--- src/rtl/ternary_matvec_pkg.sv ---
// Shared definitions for the ternary matrix-vector engine: weight codes,
// FSM state encoding and the output conversion helper.
// Optional build macro: TERNARY_MATVEC_SAT_EN (saturate instead of truncate).
package ternary_matvec_pkg;

  // Two-bit ternary weight code; the upper bit set always means -1.
  localparam logic [1:0] W_ZERO    = 2'b00;
  localparam logic [1:0] W_POS     = 2'b01;
  localparam int         W_NEG_BIT = 1;

  // FSM state encoding.
  typedef logic [1:0] state_t;
  localparam state_t ST_IDLE  = 2'd0;
  localparam state_t ST_ACCUM = 2'd1;
  localparam state_t ST_DRAIN = 2'd2;

  // Convert a sign-extended accumulator value to a bw-bit output element.
  // Callers take the low bw bits of the returned word.
  function automatic logic [63:0] sat_or_trunc(input logic signed [63:0] a,
                                               input int unsigned bw);
`ifdef TERNARY_MATVEC_SAT_EN
    logic signed [63:0] max_v;
    logic signed [63:0] min_v;
    max_v = (64'sd1 <<< (bw - 1)) - 64'sd1;
    min_v = -(64'sd1 <<< (bw - 1));
    if (a > max_v) return max_v;
    else if (a < min_v) return min_v;
    else return a;
`else
    logic [63:0] mask;
    mask = (64'd1 << bw) - 64'd1;
    return a & mask;
`endif
  endfunction

endpackage

--- src/rtl/ternary_matvec_dot.sv ---
// Per-column ternary dot product over one beat: each lane is added,
// subtracted or skipped according to its weight code.
module ternary_dot
  import ternary_matvec_pkg::*;
#(
  parameter int LANES     = 2,
  parameter int BIT_WIDTH = 8,
  parameter int ACC_WIDTH = 12
) (
  input  logic [LANES*BIT_WIDTH-1:0] lane_data,
  input  logic [2*LANES-1:0]         codes,
  output logic [ACC_WIDTH-1:0]       dot
);

  logic [ACC_WIDTH-1:0] lane_ext;

  // Sign-extend each lane and fold it into the sum by its ternary code.
  always_comb begin
    dot      = '0;
    lane_ext = '0;
    for (int k = 0; k < LANES; k++) begin
      lane_ext = ACC_WIDTH'($signed(lane_data[k*BIT_WIDTH +: BIT_WIDTH]));
      case (codes[2*k +: 2])
        W_ZERO:  dot = dot;
        W_POS:   dot = dot + lane_ext;
        default: dot = dot - lane_ext;
      endcase
    end
  end

endmodule

--- src/rtl/ternary_matvec.sv ---
// Ternary-weight matrix-vector engine. Weights are written per beat-row
// while idle; an input frame of IN_LEN/LANES beats is accumulated into
// OUT_LEN column sums, which are then streamed out one element per transfer.
// Optional build macro: TERNARY_MATVEC_SAT_EN (saturating output conversion).
module ternary_matvec
  import ternary_matvec_pkg::*;
#(
  parameter int IN_LEN    = 16,
  parameter int OUT_LEN   = 8,
  parameter int BIT_WIDTH = 8,
  parameter int LANES     = 2,
  parameter int ACC_WIDTH = 12
) (
  input  logic                              clk,
  input  logic                              rst,
  input  logic                              w_we,
  input  logic [$clog2(IN_LEN/LANES)-1:0]   w_addr,
  input  logic [LANES*2*OUT_LEN-1:0]        w_data,
  output logic                              w_ready,
  input  logic                              in_valid,
  output logic                              in_ready,
  input  logic [LANES*BIT_WIDTH-1:0]        in_data,
  input  logic                              in_last,
  output logic                              out_valid,
  input  logic                              out_ready,
  output logic [BIT_WIDTH-1:0]              out_data,
  output logic [$clog2(OUT_LEN)-1:0]        out_idx,
  output logic                              out_last,
  output logic                              frame_err,
  output logic                              busy
);

  localparam int BEATS = IN_LEN / LANES;
  localparam int AW    = $clog2(BEATS);
  localparam int IW    = $clog2(OUT_LEN);
  localparam int ROW_W = LANES * 2 * OUT_LEN;
  localparam logic [AW-1:0] LAST_BEAT = AW'(BEATS - 1);
  localparam logic [IW-1:0] LAST_IDX  = IW'(OUT_LEN - 1);

  state_t               state;
  logic [AW-1:0]        beat_cnt;
  logic [ROW_W-1:0]     wmem [BEATS];
  logic [ROW_W-1:0]     cur_row;
  logic [ACC_WIDTH-1:0] acc  [OUT_LEN];
  logic [ACC_WIDTH-1:0] dot  [OUT_LEN];
  logic signed [ACC_WIDTH-1:0] acc_sel;
  logic                 beat_fire;
  logic                 beat_wrap;

  assign w_ready   = (state == ST_IDLE);
  assign in_ready  = (state != ST_DRAIN);
  assign busy      = (state != ST_IDLE);
  assign out_valid = (state == ST_DRAIN);
  assign out_last  = out_valid & (out_idx == LAST_IDX);
  assign beat_fire = in_valid & in_ready;
  assign beat_wrap = (beat_cnt == LAST_BEAT);
  assign cur_row   = wmem[beat_cnt];

  // Weight storage is deliberately left out of reset so it survives rst.
  always_ff @(posedge clk) begin
    if (w_we && w_ready) begin
      wmem[w_addr] <= w_data;
    end
  end

  // One dot-product unit per output column, fed by that column's codes.
  for (genvar j = 0; j < OUT_LEN; j++) begin : g_col
    logic [2*LANES-1:0] codes;

    // Gather this column's codes for the current beat's LANES rows.
    always_comb begin
      codes = '0;
      for (int k = 0; k < LANES; k++) begin
        codes[2*k +: 2] = cur_row[k*2*OUT_LEN + 2*j +: 2];
      end
    end

    ternary_dot #(
      .LANES     (LANES),
      .BIT_WIDTH (BIT_WIDTH),
      .ACC_WIDTH (ACC_WIDTH)
    ) u_dot (
      .lane_data (in_data),
      .codes     (codes),
      .dot       (dot[j])
    );
  end

  // Frame sequencing, accumulation, error pulse and output indexing.
  always_ff @(posedge clk) begin
    if (rst) begin
      state     <= ST_IDLE;
      beat_cnt  <= '0;
      out_idx   <= '0;
      frame_err <= 1'b0;
      for (int j = 0; j < OUT_LEN; j++) begin
        acc[j] <= '0;
      end
    end else begin
      frame_err <= 1'b0;
      case (state)
        ST_IDLE, ST_ACCUM: begin
          if (beat_fire) begin
            frame_err <= in_last ^ beat_wrap;
            for (int j = 0; j < OUT_LEN; j++) begin
              acc[j] <= (state == ST_IDLE) ? dot[j] : acc[j] + dot[j];
            end
            if (beat_wrap) begin
              beat_cnt <= '0;
              state    <= ST_DRAIN;
            end else begin
              beat_cnt <= beat_cnt + 1'b1;
              state    <= ST_ACCUM;
            end
          end
        end
        ST_DRAIN: begin
          if (out_ready) begin
            if (out_idx == LAST_IDX) begin
              out_idx <= '0;
              state   <= ST_IDLE;
            end else begin
              out_idx <= out_idx + 1'b1;
            end
          end
        end
        default: state <= ST_IDLE;
      endcase
    end
  end

  // Output element is the selected accumulator, saturated or truncated.
  always_comb begin
    acc_sel  = acc[out_idx];
    out_data = BIT_WIDTH'(sat_or_trunc(64'(acc_sel), BIT_WIDTH));
  end

endmodule

--- config.mk ---
export PLATFORM = sky130hd
export DESIGN_NAME = ternary_matvec
export DESIGN_NICKNAME = d
export VERILOG_FILES = /design/src/rtl/ternary_matvec_pkg.sv /design/src/rtl/ternary_matvec_dot.sv /design/src/rtl/ternary_matvec.sv
export SDC_FILE = /design/constraint.sdc
export NUM_CORES = 1
export LEC_CHECK = 0
export ABC_AREA = 1
export CORE_MARGIN = 5
export CORE_UTILIZATION = 40
export CTS_CLUSTER_SIZE = 28
export DETAILED_ROUTE_END_ITERATION = 10
export PLACE_DENSITY = 0.65
export SYNTH_ARGS = -nofsm -noshare
export SYNTH_HDL_FRONTEND = slang
export SYNTH_SLANG_ARGS = --single-unit
export TNS_END_PERCENT = 50
--- constraint.sdc ---
create_clock -name clk -period 4.93 [get_ports clk]
set_input_delay 0.493 -clock clk [delete_from_list [all_inputs] [get_ports clk]]
set_output_delay 0.493 -clock clk [all_outputs]
set_load 0.02 [all_outputs]
==> summary.md <==
| Metric | Value |
|---|---|
| Top post-synthesis cells by area | edfxtp_1 45%, nand2_1 9.7%, ha_1 6.9%, inv_1 5.1%, nand3_1 4.9% |
| Mapped cell area | roughly 21000 sq um |
| Bufs and invs on worst path | 3 |
| CTS sink count | 335 |
| Worst Path Arrival | 4890 ps |
| Crit path time final | approximately 4600 ps |
| Final Util | 46.64% |
| Synthesis-to-layout area growth | 15.09% |
| DR WL/cell | 18.94 microns |
| Tot GR Track Use | 21.06% |
| Synthesis Warnings | 0 |
| Depth of the CTS H-tree | 2 |
| Status | finished clean |
| First-pass GRT wire length | roughly 96000 microns |
| IO Pins | 74 |
| Compound-Gate Fraction of Synth Area | 12.86% |
| Post-Syn Instances | 2487 |
| Area of the multi-input gates | 9981 sq um |
| Crit end category | flop |
| Gp weighted congestion | between 0.9 and 1 |
| Crit Path Class | flop to flop |
| Post-route ant nets | 0 |
| Overflow after GRT | 0 |
| DRC | 0 |
| Synth async-reset ratio | 0% |
| Max-Cap Viols | 0 |
| Height of the die | between 200 and 250 microns |
| Pre-Repair DR Iteration Count | 5 |
| Finished Cell Area | 24610 sq um |
| Chip Width | 241.2 microns |
| Most numerous cell in the Yosys netlist | nand2_1 |
| CP Data Required Time | ~5300 ps |
| Worst-path clk slew | 60 ps |
| Port bufs | 73 |
| Initial core utilization | 40.53% |
| Hold Crit Class | flop to flop |
| Post-synthesis area per instance | about 8.6 sq um |
| Max VDD drop | around 0.25 mV |
| Max_slew headroom | 26.21% |
| Xor/xnor share of the synthesized area | just under 4% |
| Max Fclk | 219.3 MHz |
| Final setup fails | 0 |
| Post-Syn Nets | 2678 |
| Count of pins over their slew limit | 0 |
| Synth Area in Simple Gates | 20.84% |
| Top post-synthesis cells by count | 553 x nand2_1, 320 x edfxtp_1, 293 x inv_1 |
| Slew @ Worst Pin | roughly 1100 ps |
| Post-Route Skew | roughly 24 ps |
| Post-CTS Hold Buffers | 0 |
| CTS tree | done |
| Mux share of post-synthesis cell area | 0% |
| Static Leak | between 10 and 15 nW |
| Fraction of the mapped netlist area in adder cells | 8.403% |
| Hold Vio Cnt, Final | 0 |
| Sequential Area | 9915 sq um |
| Drt total wl | roughly 63000 microns |
| Vias in the first global route | 16650 |
| HPWL Detailed | 44250 microns |
| Iteration-0 DRC Markers | 1451 |
| Max stage delay on crit path | just over 400 ps |
| Largest family of logic cells by synthesized area | simple AND/OR/NAND/NOR gates |
| Total negative setup slack | 0 ps |
| Final period util | 92.48% |
| Synth top area share | between 40% and 50% |
| Sequential area share after synthesis | 46.35% |
| Placed Instance Area | 23220 sq um |
| Via/cell ratio | between 5 and 6 |
| NumNets Final | approximately 2800 |
| Antenna violations before repair | 4 |
| Die area | about 58000 sq um |
| Root buffer cell | clkbuf_16 |
| RSZ-0062 raised after global routing | no |
| Post-synth EDFFs | 320 |
| Ys flop type | edfxtp_1 |
| Seq cells post-synth | 335 |
| Largest net degree at the start of global routing | 116 |
| Row cnt | 84 |
| DP Cell Count | 3229 |
| CP Launch Type | flop |
| Pwr Density | around 410 nW/um^2 |
| DR vias | 17640 |
| Worst path slowest cell | fa_1 |
| Distinct cells, synth | 40 |
| CTS Buf Count | 38 |
| Share of cells above drive strength 1 | 8.959% |
| Fill cells | around 5000 |
| Clock latency on the worst-skew pair | 580 ps |
| Core box area | 52760 sq um |
| Area leader, netlist | edfxtp_1 |
| Maximum clock path buffer count | 3 |
| Crit Path Max Fanout | 28 |
| Setup ws final | 370.9 ps |
| Pre-CTS setup slack | -149.6 ps |
| Cell family with most CP delay | simple AND/OR/NAND/NOR gates |
| Non-filler cells, final | 3301 |
[report_power, final]
group	internal (mW)	switching [mW]	leakage, nW
Clock	1.54	1.19	0.577
Sequential	3.30	0.113	3.14
Combinational	1.53	2.47	7.02
[timing repair]
action	in CTS	in global routing
hold endpoints to repair	0	0
setup buffers	0	1
resized for setup	0	28
setup endpoints to repair	0	10
[metal layers]
layer  part of all wire, %  wire length [microns]  GRT usage [%]  vias to the layer above
li1                      -                      -              -                     8621
met1                    44                  27270          28.78                     8351
met2                    48                  29730          35.13                      569
met3                   6.2                   3895          3.188                       96
met4                   2.5                   1587          5.864                        4
met5                 0.046                     29              0                        -
[logic make-up after synthesis]
| logic type | count (synthesis) |
|---|---|
| compound gates | 481 |
| xor+xnor | 93 |
| fa+ha+maj | 134 |
| buf+inv | 401 |
| flops | 335 |
| simple gates | 1043 |
[layout by cell type, fill, tap and decap left out, drive strengths merged, types with 36 or more instances in the layout]
master         count
o21a              40
o21ai            198
clkbuf            47
nand3            217
a21oi            164
o22ai             52
buf               71
xnor2             36
xor2              57
edfxtp           320
ha               118
nor2             209
nand2            585
inv              310
clkdlybuf4s50     73
[sequential cells by signal (all words and copies together), names as in the netlist, named ones only]
register   cells
frame_err      1
state          2
beat_cnt       3
out_idx        3
acc           64
wmem         256
[area by class of cell]
| class | count | share of cell area [%] |
|---|---|---|
| Antenna cell | 1 | 0.01017 |
| Tap cell | 688 | 3.498 |
| Clock buffer | 44 | 3.996 |
| Multi-Input combinational cell | 1751 | 40.56 |
| Timing Repair Buffer | 147 | 6.081 |
| Sequential cell | 335 | 40.29 |
| Clock inverter | 23 | 0.7779 |
| Inverter | 312 | 4.790 |
[worst min-delay path: stages, from the launching register on]
cell     delay [ps]
dfxtp_1         320
nand2_1          60
a21oi_1          70
[final timing paths]
kind / start / endpoint / slack (ps) / depth (start not counted)
max reg2reg: flop / acc[2][7]$_SDFFCE_PN0P_ / 370 / 30
max: flop / acc[2][7]$_SDFFCE_PN0P_ / 370 / 30
min reg2reg: out_idx[2]$_SDFFE_PP0P_ / out_idx[2]$_SDFFE_PP0P_ / 510 / 2
min: out_idx[2]$_SDFFE_PP0P_ / out_idx[2]$_SDFFE_PP0P_ / 510 / 2
[metrics by stage]
step | total power [mW] | hold slack [ps]
after detailed placement | 7.357 | 498.4
final | 10.14 | 510.5
after global placement | 7.252 | 495.5
after floorplan | 6.349 | 455.1
after global routing | 10.84 | 556.5
after CTS | 10.13 | 519.7
No activity file was read; power rests on OpenSTA's default activity.
